**config.mk**
```make
export PLATFORM = sky130hd
export DESIGN_NAME = tremor_rx_frame_parser
export DESIGN_NICKNAME = d
export VERILOG_FILES = /design/src/rtl/tremor_if_pkg.sv /design/src/rtl/rx_timeout_counter.sv /design/src/rtl/tremor_rx_frame_parser.sv
export SDC_FILE = /design/constraint.sdc
export NUM_CORES = 1
export LEC_CHECK = 0
export ABC_AREA = 1
export BUFFER_PORTS_ARGS = -buffer_cell sky130_fd_sc_hd__clkbuf_2
export CAP_MARGIN = 40
export CORE_ASPECT_RATIO = 0.7
export CORE_MARGIN = 3
export CORE_UTILIZATION = 55
export CTS_BUF_LIST = sky130_fd_sc_hd__clkbuf_4
export DETAILED_ROUTE_END_ITERATION = 8
export HOLD_SLACK_MARGIN = 0.12
export PLACE_DENSITY = 0.78
export SETUP_SLACK_MARGIN = 0.4
export SLEW_MARGIN = 25
export SYNTH_ARGS = -nofsm -noshare
export SYNTH_HDL_FRONTEND = slang
export SYNTH_SLANG_ARGS = --single-unit
```
**constraint.sdc**
```tcl
create_clock -name clk -period 5.5 [get_ports clk]
set_clock_uncertainty 0.1 [all_clocks]
set_input_delay 1.1 -clock clk [delete_from_list [all_inputs] [get_ports clk]]
set_output_delay 1.1 -clock clk [all_outputs]
set_load 0.1 [all_outputs]
```
**src/rtl/tremor_if_pkg.sv**
```systemverilog
// Shared tremor link definitions: receiver state encoding, the default header byte
// and the UART symbol width.
package tremor_if_pkg;

   localparam int         TREMOR_UART_BIT_WIDTH = 8;
   localparam logic [7:0] TREMOR_HEADER         = 8'hA5;

   typedef enum logic {
      RX_IDLE    = 1'b0,
      RX_PAYLOAD = 1'b1
   } rx_state_t;

endpackage

```
**src/rtl/rx_timeout_counter.sv**
```systemverilog
// Inter-byte idle counter for the tremor receiver. expired is combinational so
// the parser can abort on the very clock the idle budget runs out.
module rx_timeout_counter #(
   parameter int TIMEOUT_CYCLES = 100000
) (
   input  logic clk,
   input  logic n_rst,
   input  logic clear,
   input  logic run,
   output logic expired
);

   localparam int CW = $clog2(TIMEOUT_CYCLES);

   logic [CW-1:0] count;

   // A clear in the same cycle (a byte arriving) always beats expiry.
   assign expired = run && !clear && (count == CW'(TIMEOUT_CYCLES - 1));

   always_ff @(posedge clk or negedge n_rst) begin
      if (!n_rst) begin
         count <= '0;
      end else if (clear) begin
         count <= '0;
      end else if (run && !expired) begin
         count <= count + 1'b1;
      end
   end

endmodule

```
**src/rtl/tremor_rx_frame_parser.sv**
```systemverilog
// Tremor receive frame parser: hunts for HEADER, gathers PAYLOAD_BYTES bytes LSB-first
// and publishes the word with a one-cycle oValid. Define RX_FRAME_TIMEOUT_EN for the inter-byte timeout.
module tremor_rx_frame_parser
   import tremor_if_pkg::*;
#(
   parameter int                         UART_BIT_WIDTH = TREMOR_UART_BIT_WIDTH,
   parameter logic [UART_BIT_WIDTH-1:0]  HEADER         = TREMOR_HEADER,
   parameter int                         PAYLOAD_BYTES  = 4,
   parameter int                         DATA_BIT_WIDTH = PAYLOAD_BYTES * UART_BIT_WIDTH,
   parameter int                         TIMEOUT_CYCLES = 100000
) (
   input  logic                      clk,
   input  logic                      n_rst,
   // Byte input is valid-only: a byte is consumed on every clock RxValid is high,
   // there is no ready/backpressure, and RxError flags the byte of that same cycle.
   input  logic                      RxValid,
   input  logic [UART_BIT_WIDTH-1:0] RxData,
   input  logic                      RxError,
   output logic [DATA_BIT_WIDTH-1:0] oData,
   output logic                      oValid,
   output logic                      FrameErr,
   output logic [15:0]               FrameCount,
   output rx_state_t                 DbgState
);

   localparam int IDX_W = (PAYLOAD_BYTES > 1) ? $clog2(PAYLOAD_BYTES) : 1;
   localparam logic [IDX_W-1:0] LAST_IDX = IDX_W'(PAYLOAD_BYTES - 1);

   if (PAYLOAD_BYTES < 1) begin : gBadPayload
      $error("PAYLOAD_BYTES must be at least 1");
   end
   if (TIMEOUT_CYCLES < 2) begin : gBadTimeout
      $error("TIMEOUT_CYCLES must be at least 2");
   end

   rx_state_t                 state, stateNext;
   logic [IDX_W-1:0]          idx, idxNext;
   logic [DATA_BIT_WIDTH-1:0] shadow, shadowNext;
   logic                      frameDone, frameAbort;
   logic                      timeoutHit;

`ifdef RX_FRAME_TIMEOUT_EN
   rx_timeout_counter #(
      .TIMEOUT_CYCLES (TIMEOUT_CYCLES)
   ) uTimeout (
      .clk     (clk),
      .n_rst   (n_rst),
      .clear   (RxValid || (state == RX_IDLE)),
      .run     ((state == RX_PAYLOAD) && !RxValid),
      .expired (timeoutHit)
   );
`else
   assign timeoutHit = 1'b0;
`endif

   assign DbgState = state;

   always_comb begin
      stateNext  = state;
      idxNext    = idx;
      shadowNext = shadow;
      frameDone  = 1'b0;
      frameAbort = 1'b0;
      case (state)
         RX_IDLE: begin
            if (RxValid && !RxError && (RxData == HEADER)) begin
               stateNext = RX_PAYLOAD;
               idxNext   = '0;
            end
         end
         RX_PAYLOAD: begin
            if (RxError || (!RxValid && timeoutHit)) begin
               frameAbort = 1'b1;
               stateNext  = RX_IDLE;
               idxNext    = '0;
               shadowNext = '0;
            end else if (RxValid) begin
               // Header value mid-frame is plain data; no resync.
               shadowNext[idx*UART_BIT_WIDTH +: UART_BIT_WIDTH] = RxData;
               if (idx == LAST_IDX) begin
                  frameDone = 1'b1;
                  stateNext = RX_IDLE;
                  idxNext   = '0;
               end else begin
                  idxNext = idx + 1'b1;
               end
            end
         end
         default: begin
            stateNext = RX_IDLE;
            idxNext   = '0;
         end
      endcase
   end

   always_ff @(posedge clk or negedge n_rst) begin
      if (!n_rst) begin
         state      <= RX_IDLE;
         idx        <= '0;
         shadow     <= '0;
         oData      <= '0;
         oValid     <= 1'b0;
         FrameErr   <= 1'b0;
         FrameCount <= '0;
      end else begin
         state    <= stateNext;
         idx      <= idxNext;
         shadow   <= shadowNext;
         oValid   <= frameDone;
         FrameErr <= frameAbort;
         if (frameDone) begin
            oData      <= shadowNext;
            FrameCount <= FrameCount + 16'd1;
         end
      end
   end

endmodule

```
==> results.toml <==
[hold_path]
holdPathStages = 2
min_from = "oData[29]$_DFFE_PN0P_"
hold_end = "oData[29]$_DFFE_PN0P_"
hp-class = "reg2reg"

[critical_path]
crit_path_cell_trace = "clkinv_1 -> ha_1 -> nor2_1 -> a21oi_1 -> nor2_1 -> nand2_1 -> nand2_1"
cpMaxStageDelayCell = "dfrtp_1"
worst_ep_required_time_ns = 5.78
r2r_slack_ns = 2.82
endpoint_kind = "register"
startpoint_type = "register"
reg2reg_depth = 7
rr_startpoint = "idx[0]$_DFFE_PN0P_"
crit_arrival_ns = 2.95
crit_start = "idx[0]$_DFFE_PN0P_"
cp_max_fo = 14
cpPeakStageDelay_ns = 0.66
critical_path_class = "reg2reg"
timing.rr.end = "oData[26]$_DFFE_PN0P_"

[layout]
multi_input_area_um2 = 1530
syn2layout_area_growth_pct = 13.1
drive_gt1_share_pct = 17.1
register_area_um2 = 2130
utilization_pct = 65.7
antenna_cells = 0
fin_nets = 581
design_area_um2 = 4540
nFillCells = 640
final_cells = 660

[routing]
drc = 0
drtIter0Drc = 271
drt_first_pass_iters = 5
ant_nets = 0
wl_per_cell_um = 13.8
via_per_inst = 5.17
num_vias = 3412
routed_wl_um = 9080

[floorplanning]
die_h_um = 77.5
die-area_um2 = 8380
core_um2 = 6910
die_w_um = 108
start_util_pct = 58.1
num_rows = 25
pin_count = 63

[clock_tree]
cts-root-buf = "clkbuf_4"
cts_hold_buf = 0
clk_pin_slew_ns = 0.13
postCtsSetupBuffers = 0
h-tree-depth = 3
numCtsBuffers = 9
cts_tree = "done"
clk_latency_ns = 0.43
cts-resized-gates = 0
clockBufferDepth = 2
cts_sinks = 85

[sta]
drv_slew = 0
whs_ns = 0.398
hold_viol = 0
post-route-period-util_pct = 48.7
fin_crit_ns = 2.68
tightest_slew_ns = 0.693
fmax_mhz = 374
grt_setup_unrepaired = "false"
setup_violations = 0
finalSetupTns_ns = 0
relSlewSlack_pct = 53.7

[synthesis]
yosys_warnings = 0
syn_avg_cell_area_um2 = 8.03
ys_seq_area_share_pct = 53.0
synth_top_cell_area_share_pct = 53.0
synth_seq_cells = 85
synth_area_leaders = "dfrtp_1 (53%), nand2_1 (16%), inv_1 (6.5%)"
netlist_area_um2 = 4010
synth_area_leader_cell = "dfrtp_1"
synth.distinct_cells = 26
synthesis.instances = 500
synth_nets = 519

[grt]
groute.usage.overall_pct = 23.1
overflow = 0
grt_antenna_before_repair = 0
grt_pass1_vias = 3184
grt_first_pass_wirelength_um = 15100
grt_max_degree = 59

[power_and_ir_drop]
p_leak_nw = 2.55
p_per_area_nw_per_um2 = 227
peakVddDrop_mv = 0.131

[outcome]
status = "finished clean"

[place]
dpl.cell_count = 644
hpwl_um = 6490
place_area_um2 = 4390
gp_congestion = 0.942
port_buffers = 62

[run]
max-cap-violations = 0
## per-layer routing
metal	GRT usage, %	vias up	wire length, µm	part of all wire, %
met5	0	-	0	0
met4	5.67	0	97	1.1
met3	6.65	13	679	7.5
met2	34.5	131	4040	45
met1	33.6	1609	4260	47
li1	-	1659	-	-
## kinds of logic (layout without fill, tap and decap cells)
| group | after synthesis | after routing | synth area share [%] |
|---|---|---|---|
| XOR/XNOR | 9 | 9 | 1.96 |
| buffers and inverters | 89 | 155 | 9.01 |
| flip-flops | 85 | 85 | 53.0 |
| AND/OR/NAND/NOR | 248 | 248 | 25.7 |
| adder cells (fa/ha/maj) | 7 | 7 | 2.18 |
| AO/OA/AOI/OAI | 62 | 62 | 8.14 |
## cells in the final DEF, fill, tap and decap left out, types with 4 or more instances in the layout
master	instances
nand2_1	170
dfrtp_1	85
inv_1	70
clkbuf_2	61
o21ai_1	35
nor2_1	34
nand3_1	22
o21ai_0	11
clkbuf_4	11
a21oi_1	8
ha_1	7
nor2_2	6
o21a_1	5
nand4_1	5
xnor2_1	5
nand2_2	4
inv_2	4
xor2_1	4
## power by group
part	switching, mW	leakage [nW]	internal, mW
registers	0.00241	1.10	0.633
logic	0.0315	1.37	0.0135
clock network	0.205	0.0689	0.146
## worst max path at each step
stage / to / slack, ns / cells after the start
6_report: oData[26]$_DFFE_PN0P_ / 2.82 / 7
5_1_grt: oData[26]$_DFFE_PN0P_ / 2.58 / 7
4_1_cts: FrameCount[2] / 2.85 / 1
3_5_place_dp: oData[13]$_DFFE_PN0P_ / 2.64 / 7
3_3_place_gp: oData[18]$_DFFE_PN0P_ / 2.73 / 6
2_1_floorplan: FrameCount[2] / 3.32 / 0
## cell usage after synthesis (all sizes together)
cell type / number
dfrtp: 85
nor2: 43
clkinv: 2
a21oi: 8
inv: 74
nor3: 2
nand3b: 1
o21a: 5
o21ai: 46
ha: 7
xnor2: 5
nand4: 5
o22ai: 3
clkbuf: 3
nand2: 175
xor2: 4
buf: 10
nand3: 22
## cell type report
| class | instances | area share (%) |
|---|---|---|
| Sequential cell | 85 | 46.8 |
| Timing Repair Buffer | 64 | 7.77 |
| Clock inverter | 4 | 1.10 |
| Inverter | 76 | 6.28 |
| Multi-Input combinational cell | 326 | 33.6 |
| Clock buffer | 11 | 1.82 |
| Tap cell | 94 | 2.59 |
## critical path, delay by kind of cell (launching register included)
| family | cells | cell delay, ns |
|---|---|---|
| AND/OR/NAND/NOR | 4 | 0.79 |
| flip-flops | 1 | 0.66 |
| adder cells (fa/ha/maj) | 1 | 0.47 |
| buffers and inverters | 1 | 0.46 |
| AO/OA/AOI/OAI | 1 | 0.13 |
## sequential cells by signal, indices dropped and copies added, names as in the netlist
name / count
FrameErr: 1
idx: 2
FrameCount: 16
shadow: 32
oValid: 1
DbgState: 1
oData: 32
## stage by stage
stage                     power [mW]  setup WS, ns
after floorplan                0.665          3.32
after global placement         0.689          2.73
after detailed placement       0.693          2.64
after CTS                       1.04          2.85
after global routing            1.07          2.58
final                           1.03          2.82
No activity file was read; power rests on OpenSTA's default activity.
